$ cat config.mk
export PLATFORM = sky130hd
export DESIGN_NAME = shift_ctrl
export DESIGN_NICKNAME = d
export VERILOG_FILES = /design/src/rtl/shift_ctrl.sv
export SDC_FILE = /design/constraint.sdc
export NUM_CORES = 1
export LEC_CHECK = 0
export BUFFER_PORTS_ARGS = -buffer_cell sky130_fd_sc_hd__buf_2
export CAP_MARGIN = 30
export CORE_UTILIZATION = 51
export CTS_CLUSTER_SIZE = 12
export DETAILED_ROUTE_END_ITERATION = 6
export PLACE_DENSITY = 0.83
export SLEW_MARGIN = 20
export SYNTH_ARGS = -nofsm -noshare
export SYNTH_HDL_FRONTEND = slang
export SYNTH_SLANG_ARGS = --single-unit
$ cat constraint.sdc
create_clock -name clk -period 3.15 [get_ports clk]
set_clock_uncertainty 0.2 [all_clocks]
set_input_delay 0.1575 -clock clk [delete_from_list [all_inputs] [get_ports clk]]
set_output_delay 0.1575 -clock clk [all_outputs]
set_load 0.02 [all_outputs]
$ cat src/rtl/shift_ctrl.sv
// shift_ctrl: round-robin sequencer that time-shares one shift_register
// between a word transmitter (parallel -> serial) and a word receiver
// (serial -> parallel), with a programmable cycles-per-bit divider.
module shift_ctrl #(
    parameter int unsigned WIDTH   = 8,
    parameter int unsigned BIT_DIV = 1
) (
    input  logic             clk,
    input  logic             rst,
    input  logic             tx_valid,
    input  logic [WIDTH-1:0] tx_data,
    input  logic             tx_lsb_first,
    output logic             tx_ready,
    input  logic             rx_start,
    input  logic             rx_lsb_first,
    output logic             rx_busy,
    output logic             rx_valid,
    output logic [WIDTH-1:0] rx_data,
    input  logic             serial_in,
    output logic             serial_out,
    output logic             serial_active,
    output logic             sr_en,
    output logic             sr_load,
    output logic             sr_direction,
    output logic             sr_in,
    output logic [WIDTH-1:0] sr_parallel_in,
    input  logic [WIDTH-1:0] sr_parallel_out
);

    localparam int unsigned BIT_W = (WIDTH > 1) ? $clog2(WIDTH) : 1;
    localparam int unsigned DIV_W = (BIT_DIV > 1) ? $clog2(BIT_DIV) : 1;
    localparam logic [BIT_W-1:0] BIT_LAST = BIT_W'(WIDTH - 1);
    localparam logic [DIV_W-1:0] DIV_LAST = DIV_W'(BIT_DIV - 1);

    typedef enum logic [2:0] {
        IDLE,
        LOAD,
        TX_SHIFT,
        RX_SHIFT,
        RX_DONE
    } state_t;

    typedef enum logic {
        PRIO_TX,
        PRIO_RX
    } prio_t;

    state_t           state;
    prio_t            prio;
    logic [BIT_W-1:0] bit_cnt;
    logic [DIV_W-1:0] div_cnt;
    logic [WIDTH-1:0] tx_word;
    logic             tx_order;
    logic             rx_order;
    logic [WIDTH-1:0] rx_data_q;
    logic             rx_valid_q;

    logic div_last;
    logic bit_last;
    logic tx_take;

    assign div_last = (div_cnt == DIV_LAST);
    assign bit_last = (bit_cnt == BIT_LAST);

    // TX may only be accepted in IDLE, and yields when RX holds the turn and is asking.
    // Gating with rst keeps tx_ready low while reset is asserted even though state is IDLE.
    assign tx_ready = rst & (state == IDLE) & ~(rx_start & (prio == PRIO_RX));
    assign tx_take  = tx_valid & tx_ready;

    assign rx_valid = rx_valid_q;
    assign rx_data  = rx_data_q;

    // Sequencer: grant, bit/divider counting and RX word capture.
    always_ff @(posedge clk or negedge rst) begin
        if (!rst) begin
            state      <= IDLE;
            prio       <= PRIO_TX;
            bit_cnt    <= '0;
            div_cnt    <= '0;
            tx_word    <= '0;
            tx_order   <= 1'b0;
            rx_order   <= 1'b0;
            rx_data_q  <= '0;
            rx_valid_q <= 1'b0;
        end else begin
            rx_valid_q <= 1'b0;
            case (state)
                IDLE: begin
                    bit_cnt <= '0;
                    div_cnt <= '0;
                    if (tx_take) begin
                        tx_word  <= tx_data;
                        tx_order <= tx_lsb_first;
                        prio     <= PRIO_RX;
                        state    <= LOAD;
                    end else if (rx_start) begin
                        rx_order <= rx_lsb_first;
                        prio     <= PRIO_TX;
                        state    <= RX_SHIFT;
                    end
                end
                LOAD: begin
                    state <= TX_SHIFT;
                end
                TX_SHIFT, RX_SHIFT: begin
                    if (div_last) begin
                        div_cnt <= '0;
                        if (bit_last) begin
                            bit_cnt <= '0;
                            state   <= (state == TX_SHIFT) ? IDLE : RX_DONE;
                        end else begin
                            bit_cnt <= bit_cnt + 1'b1;
                        end
                    end else begin
                        div_cnt <= div_cnt + 1'b1;
                    end
                end
                RX_DONE: begin
                    rx_data_q  <= sr_parallel_out;
                    rx_valid_q <= 1'b1;
                    state      <= IDLE;
                end
                default: begin
                    state <= IDLE;
                end
            endcase
        end
    end

    // Register pin drive and serial line decode. These follow the state directly
    // because serial_out must reflect the register contents in the same cycle.
    always_comb begin
        sr_en          = 1'b0;
        sr_load        = 1'b0;
        sr_direction   = 1'b0;
        sr_in          = 1'b0;
        sr_parallel_in = '0;
        serial_out     = 1'b0;
        serial_active  = 1'b0;
        rx_busy        = 1'b0;
        case (state)
            LOAD: begin
                sr_en          = 1'b1;
                sr_load        = 1'b1;
                sr_direction   = tx_order;
                sr_parallel_in = tx_word;
            end
            TX_SHIFT: begin
                sr_direction  = tx_order;
                sr_en         = div_last & ~bit_last;
                serial_active = 1'b1;
                serial_out    = tx_order ? sr_parallel_out[0] : sr_parallel_out[WIDTH-1];
            end
            RX_SHIFT: begin
                sr_direction = rx_order;
                sr_en        = div_last;
                sr_in        = div_last & serial_in;
                rx_busy      = 1'b1;
            end
            RX_DONE: begin
                rx_busy = 1'b1;
            end
            default: ;
        endcase
    end

endmodule

Word-level counts from Yosys, hierarchy flattened
Index checks and enable logic that the tools add are counted.

storage, ports and cells
  register bits = 27
  input bits = 23
  output and inout bits = 25
  word-level logic and storage cells = 63

operators by class
  add/sub/neg operators = 2
  eq/ne operators = 8
  multiplexer cells = 23
  bitwise gates (word level) = 10
  reductions and logical operators = 11

operators with widths
  operator             number
  $mux 3               7
  $mux 1               10
  $pmux 3 s3           1
  $mux 8               1
  $and 1x1->1          6
  $eq 3x2->1 const B   2
  $eq 3x3->1 const B   2
  $pmux 3 s2           1
  $reduce_and 2->1     3
  $reduce_and 3->1     2
  $reduce_or 2->1      3
  $ne 2x2->1 const B   2
  $not 1->1            4
  $pmux 1 s2           2
  $reduce_bool 2->1    2
  $add 3x1->3 const B  1
  $eq 3x1->1 const B   1
  $logic_not 3->1      1
  $ne 3x3->1 const B   1
  $pmux 1 s3           1
  $add 1x1->1 const B  1

Longest topological paths before layout
Gate-level depths: netlist (run 1).

  depth after elaboration = 6
  gate-level depth with buffers = 5
  depth with buffers taken out = 5

Worst setup path after synthesis (run 1)
OpenSTA, ideal clock, no wires.

  path type = reg-to-output
  start = reg state[0]
  end = out sr_parallel_in[0]
  arrival time = 1421 ps
  data required time = 2792 ps
  slack = 1371 ps
  cell stages (with the launch flop) = 5
  path buffers = 1
  cell sequence = dfrtp_1 buf_2 nand2b_1 nor2_1 and2_1

between the ends
  word-level cells in the longest chain between the ends = 2

RTL lines
  item                    line  RTL
  from (decl)             48    state_t state;
  from (signal assigned)  110   state <= (state == TX_SHIFT) ? IDLE : RX_DONE;
  $eq 3x1->1              141   case (state)
  $mux 8                  141
  to (decl)               26    output logic [WIDTH-1:0] sr_parallel_in,

No other way between the ends.

Final worst setup path (run 1)
  start = reg state[1]
  end = out sr_parallel_in[1]

The elaborated chain is that of the path after synthesis.

==> summary.md, run 1 <==
| Metric | Value |
|---|---|
| Flop pwr share | 42.4% |
| First-pass GRT wire length | 5270 um |
| Storage element area | 651 um^2 |
| Unrepaired setup endpoints after global routing | no |
| Top_reg_cell synth | dfrtp_1 |
| Hold Path Class | in -> reg |
| Root Buffer | clkbuf_4 |
| Final period util | 72.0% |
| Internal power | 0.838 mW |
| Crit path required time | 2.79 ns |
| Hold_buf cts | 20 |
| Placeable core area | 2230 um^2 |
| Crit. Startpoint | state[1] |
| Grt total ovfl | 0 |
| Slew @ Worst Pin | 0.666 ns |
| Number of global-route vias before repair | 1088 |
| Via density per instance | 5.56 |
| GRT Util Overall | 28.3% |
| MaxCap Viol Count | 0 |
| Worst Hold Launch | tx_valid |
| Number of iterations in the first detailed-routing pass | 4 |
| Synth area leader | dfrtp_1 |
| Multi-input combinational cell area | 527 um^2 |
| Worst-path maximum fanout | 10 |
| Share of layout cells above drive strength 1 | 44.2% |
| Top cells by count, synth | dfrtp_1, mux2_2, and2_1 |
| Critical Path Source Type | flip-flop |
| Port Buf Inserts | 47 |
| Synth Net Count | 121 |
| Clk Latency, worst-skew pair | 0.33 ns |
| Part of the power in combinational logic | 40.3% |
| Final Hold Vio Count | 0 |
| Status | completed |
| Maximum clock rate | 441 MHz |
| Largest net degree at the start of global routing | 32 |
| Fillers | 142 |
| Peak VDD IR | 0.724 mV |
| Clk slew on worst S/H paths | 0.15 ns |
| Total CTS buffers | 3 |
| EDFF count, synth | 0 |
| Routability Congestion | 0.688 |
| Top cell type's share of synthesized area | 53.7% |
| Final ANT Viol Nets | 0 |
| Hpwl dp | 1780 um |
| Fin nets | 189 |
| Cells after synthesis | 96 |
| Setup CP Type | reg -> out |
| # diodes | 0 |
| Yosys cell types | 26 |
| Final Slew Violations | 0 |
| Sequential fraction of the synthesis area | 53.7% |
| Synth top area cells | dfrtp_1, mux2_2, and2_1 |
| CTS resizes | 0 |
| Mean post-synth cell area | 12.6 um^2 |
| Lkg Pwr | 0.863 nW |
| Drt drc | 0 |
| RR Startpoint | state[0] |
| Die H | 50.8 um |
| Initial antenna violation count | 0 |
| Fin crit period | 2.27 ns |
| Vias | 1062 |
| Iter 0 DRT Violations | 44 |
| Pwr dens | 792 nW/um^2 |
| Post-CTS setup buffers | 0 |
| Die area | 2580 um^2 |
| YS warnings | 0 |
| Switch share | 38.0% |
| Die X-Extent | 50.8 um |
| Clock sinks | 26 |
| Arrival time worst endpoint | 1.91 ns |
| DR WL/cell | 16.7 um |
| DRT Wirelength | 3190 um |
| Async SR Flop Fraction | 100% |
| Clock power share | 17.2% |
| Post-Layout Cell Count | 191 |
| Post-Route Setup TNS | 0 ns |
| TritonCTS clock tree | built |
| Worst slew margin | 55.6% |
| Layout area overhead | 40.6% |
| Clock Tree Buf Depth | 2 |
| Number of synthesized register bits | 26 |
| Crit path capture type | output pin |
| Cells after DPL | 167 |
| Mapped Area | 1210 um^2 |
| Effective utilization at floorplan | 54.3% |
| Top Ports | 48 |
| Count leader, synth | dfrtp_1 |
| Std cell rows | 17 |
| Final setup violating endpoints | 0 |
| H-tree Lvls | 1 |
| Switching power | 0.512 mW |
path summary, 6_finish.rpt:
| path | to | slack (ns) | depth (start not counted) |
|---|---|---|---|
| hold / removal | prio | 0.003 | 3 |
| max in group asynchronous | bit_cnt[0] | 2.15 | 2 |
| setup reg to reg | rx_data[4] | 1.19 | 3 |
| min in group asynchronous | rx_data[2] | 0.17 | 2 |
| setup / recovery | sr_parallel_in[1] | 0.88 | 4 |
| hold reg to reg | tx_word[0] | 0.32 | 1 |
per-stage QoR:
step / hold WS (ns) / power (mW) / utilization [%] / instance area [um^2] / worst slack [ns]
6_report: 0.00264 / 1.35 / 76.3 / 1700 / 0.881
5_1_grt: 0.0271 / 1.42 / 76.3 / 1700 / 0.765
3_5_place_dp: 0.0195 / 1.07 / 65.0 / 1450 / 1.27
2_1_floorplan: -0.338 / 0.916 / - / 1210 / 1.37
3_3_place_gp: 0.00828 / 1.03 / 65.0 / 1450 / 1.37
4_1_cts: 0.00549 / 1.31 / 76.3 / 1700 / 0.973
layer usage:
metal  GRT usage [%]  vias up  part of all wire (%)
li1                -      470                     -
met1            34.5      535                    41
met2            50.7       47                    53
met3            4.24       10                   4.5
met4            9.26        0                   1.6
met5               0        -                     0
cells by family (layout without fill, tap and decap cells):
group	after synthesis	count (layout)	synth area share (%)
xor gates and xnor gates	1	1	0.723
muxes	20	20	18.5
adders and majority gates	2	2	2.06
DFF	26	26	53.7
AOI/OAI and AO/OA	12	12	6.71
and+or+nand+nor	30	30	15.5
buffers and inverters	5	72	2.89
layout by cell type, fill, tap and decap left out, types with 2 or more instances in the layout:
master,n
dlygate4sd3_1,20
nand2b_1,3
ha_1,2
nand3_1,2
nand2_1,4
buf_2,47
a21o_1,2
mux2_2,19
a31oi_1,2
and2_1,9
a21oi_1,3
and3_1,3
clkbuf_4,3
nor2_1,5
dfrtp_1,26
a22o_1,2
layout make-up:
type | count | share of cell area, %
clock inverters | 1 | 1.76
well taps | 28 | 2.06
clock buffers | 3 | 1.32
inverters | 1 | 0.220
repair buffers | 67 | 25.6
multi-input cells | 65 | 30.9
flip-flops and latches | 26 | 38.2
worst max-delay path, stage by stage, from the launching register on:
cell and delay [ns]:
dfrtp_1 0.55, nand2b_1 0.23, nor2_1 0.41, and2_1 0.22
buf_2 0.18
flip-flops by register name (all words and copies together), names as in the netlist:
register,flops
rx_data,8
tx_word,8
bit_cnt,3
state,3
prio,1
rx_order,1
rx_valid,1
tx_order,1
power groups by stage:
stage                     registers, mW  clock network [mW]  logic, mW
final                             0.573               0.233      0.545
after global routing              0.591               0.245      0.589
after CTS                         0.560               0.232      0.523
after detailed placement          0.567                   0      0.502
after global placement            0.555                   0      0.480
after floorplan                   0.552                   0      0.364
Note: power is estimated with default switching activity, not from simulation.
==> run 2, diff against run 1 <==
ABC_AREA = 1   (was not set)
CORE_UTILIZATION = 48   (was 51)
PLACE_DENSITY = 0.78   (was 0.83)
clock period = 2.15 ns   (was 3.15 ns; I/O delays follow)
==> summary.md, run 2 <==
| Metric | Value |
|---|---|
| Flop pwr share | 37.4% (-5.0 points) |
| Slowest stage cell, crit path | dfrtp_1 |
| Switching power | 0.853 mW (+66%) |
| Multi-input combinational cell area | 513 um^2 (-2.6%) |
| Number of global-route vias before repair | 1086 (-0.18%) |
| DRT Wirelength | 2950 um (-7.4%) |
| First-pass GRT wire length | 4530 um (-14%) |
| Storage element area | 651 um^2 (unchanged) |
| Lkg Pwr | 1.03 nW (+20%) |
| Hold Path Class | in -> async |
| Mean post-synth cell area | 8.63 um^2 (-32%) |
| Number of synthesized register bits | 26 (unchanged) |
| Crit path capture type | output pin |
| Cells after synthesis | 147 (+53%) |
| Hpwl dp | 2090 um (+17%) |
| Critical R2R Capture | tx_order |
| TritonCTS clock tree | built |
| Yosys cell types | 21 (-19%) |
| Most frequent cells in the layout | buf_2, nand2_1, dfrtp_1, dlygate4sd3_1, nor2_1 |
| Part of the power in combinational logic | 46.2% (+5.9 points) |
| Iter 0 DRT Violations | 39 (-11%) |
| Unrepaired setup endpoints after global routing | no |
| # diodes | 0 (unchanged) |
| Fin nets | 245 (+30%) |
| Root Buffer | clkbuf_4 |
| Mapped Area | 1270 um^2 (+4.6%) |
| Final ANT Viol Nets | 0 (unchanged) |
| Initial antenna violation count | 0 (unchanged) |
| Synth top area cells | dfrtp_1, nand2_1, nor2_1 |
| Reg2reg path depth | 6 (+3) |
| CTS resizes | 0 (unchanged) |
| Die area | 2850 um^2 (+11%) |
| Clk slew on worst S/H paths | 0.15 ns (about the same) |
| Grt total ovfl | 0 (unchanged) |
| Number of iterations in the first detailed-routing pass | 4 (unchanged) |
| Clock power share | 16.5% (-0.7 points) |
| Drt drc | 0 (unchanged) |
| Largest net degree at the start of global routing | 27 (-16%) |
| DR WL/cell | 11.8 um (-29%) |
| Fin crit period | 2.02 ns |
| H-tree Lvls | 1 (unchanged) |
| Final Slew Violations | 0 (unchanged) |
| Routability Congestion | 0.728 (+5.8%) |
| Worst path cell trace | inv_1 -> nand3_2 -> inv_1 -> o21ai_0 -> o21ai_0 -> buf_2 |
| Post-Route Setup TNS | 0 ns (unchanged) |
| Slowest stage delay, CP | 0.51 ns (-0.04 ns) |
| Slew @ Worst Pin | 0.319 ns (-0.347 ns) |
| Switch share | 42.1% (+4.2 points) |
| Sequential fraction of the synthesis area | 51.3% (-2.4 points) |
| Share of layout cells above drive strength 1 | 32.4% (-12 points) |
| Die X-Extent | 53.4 um (+5.2%) |
| Top cells by count, synth | nand2_1, dfrtp_1, nor2_1 |
| Vias | 1222 (+15%) |
| Commonest non-fill, non-tap cell in the layout | buf_2 |
| Arrival time worst endpoint | 1.71 ns (-0.20 ns) |
| Synth area leader | dfrtp_1 |
| YS warnings | 0 (unchanged) |
| Clk Latency, worst-skew pair | 0.31 ns (-0.02 ns) |
| Status | completed |
| MaxCap Viol Count | 0 (unchanged) |
| Placeable core area | 2480 um^2 (+11%) |
| Power consumption | 2.02 mW (+50%) |
| Final period util | 93.8% |
| RR Startpoint | state[0] |
| Final Worst Setup Slack | 0.134 ns (-0.747 ns) |
| Top Ports | 48 (unchanged) |
| Post-Route Utilization | 72.6% (-3.7 points) |
| Maximum clock rate | 496 MHz |
| Internal power | 1.17 mW (+40%) |
| Worst slew margin | 78.8% (+23 points) |
| Crit path required time | 1.84 ns (-0.95 ns) |
| Effective utilization at floorplan | 51.2% (-3.1 points) |
| GRT Util Overall | 22.6% (-5.6 points) |
| Via density per instance | 4.91 (-12%) |
| Peak VDD IR | 0.768 mV (+6.1%) |
| Critical Path Source Type | flip-flop |
| Synth Net Count | 172 (+42%) |
| Top_reg_cell synth | dfrtp_1 |
| Die H | 53.4 um (+5.2%) |
| Count leader, synth | nand2_1 |
| Pwr dens | 1120 nW/um^2 (+42%) |
| Final Hold Vio Count | 0 (unchanged) |
| Fillers | 180 (+27%) |
| Std cell rows | 18 (+1) |
| Total CTS buffers | 3 (unchanged) |
| Setup Slack @ Placement | 0.508 ns (-0.762 ns) |
| Setup CP Type | reg -> out |
| Clock Tree Buf Depth | 2 (unchanged) |
| Async SR Flop Fraction | 100% (unchanged) |
| EDFF count, synth | 0 (unchanged) |
| Port Buf Inserts | 47 (unchanged) |
| Top cell type's share of synthesized area | 51.3% (-2.4 points) |
| Worst-path maximum fanout | 10 (unchanged) |
| R2R Setup Slk | 0.33 ns (-0.86 ns) |
| Final setup violating endpoints | 0 (unchanged) |
| Layout area overhead | 41.8% |
| Clock sinks | 26 (unchanged) |
## run 2: per-layer routing
metal / global-route usage (%) / share of wire, % / routed length [um] / vias up
li1: - / - / - / 597
met1: 26.4 / 42 / 1240 / 578
met2: 41.0 / 53 / 1560 / 41
met3: 2.59 / 3.9 / 114 / 6
met4: 9.65 / 1.3 / 38 / 0
met5: 0 / 0 / 0 / -
## run 2: worst max path at each step
| stage | end | from | slack, ns |
|---|---|---|---|
| 2_1_floorplan | sr_en | bit_cnt[0] | 0.50 |
| 3_3_place_gp | sr_direction | state[1] | 0.55 |
| 3_5_place_dp | sr_direction | state[1] | 0.51 |
| 4_1_cts | sr_direction | state[1] | 0.13 |
| 5_1_grt | sr_direction | state[1] | 0.03 |
| 6_report | sr_direction | state[1] | 0.13 |
## run 2: critical path, delay by kind of cell, from the launching register on
kind                   cells  cell delay (ns)
AO/OA/AOI/OAI              2             0.30
buffers and inverters      3             0.38
flip-flops                 1             0.51
AND/OR/NAND/NOR            1             0.20
## run 2: what timing repair did
action                                  4_1_cts  5_1_grt
hold endpoints to repair                     47        0
endpoints found under the setup margin        0        0
hold buffers                                 22        0
buffers inserted                              0        0
## run 2: per-stage QoR
stage,cells,cell area (um^2),hold WS (ns)
3_3_place_gp,223,1530,-0.0383
5_1_grt,249,1800,0.160
2_1_floorplan,147,1270,-0.388
6_report,249,1800,0.131
3_5_place_dp,223,1530,-0.0350
4_1_cts,249,1800,0.135
## run 2: cell families after synthesis
logic type      Yosys count  synth area share [%]
compound gates           19                  10.4
buf+inv                  24                  8.28
flops                    26                  51.3
simple gates             76                  28.1
fa+ha+maj                 2                  1.97
## run 2: power groups by stage
stage | Combinational (mW) | Sequential (mW) | Clock (mW)
after global placement | 0.870 | 0.750 | 0
after CTS | 0.940 | 0.750 | 0.341
after global routing | 1.03 | 0.774 | 0.356
after detailed placement | 0.907 | 0.761 | 0
after floorplan | 0.652 | 0.758 | 0
final | 0.934 | 0.756 | 0.334
## run 2: final cells by class
cell class / count / share of cell area, %
clock buffer: 3 / 1.25
clock inverter: 1 / 1.67
inverter: 22 / 4.59
multi-input combinational: 97 / 28.5
sequential: 26 / 36.2
tap: 30 / 2.09
timing repair buffer: 70 / 25.7
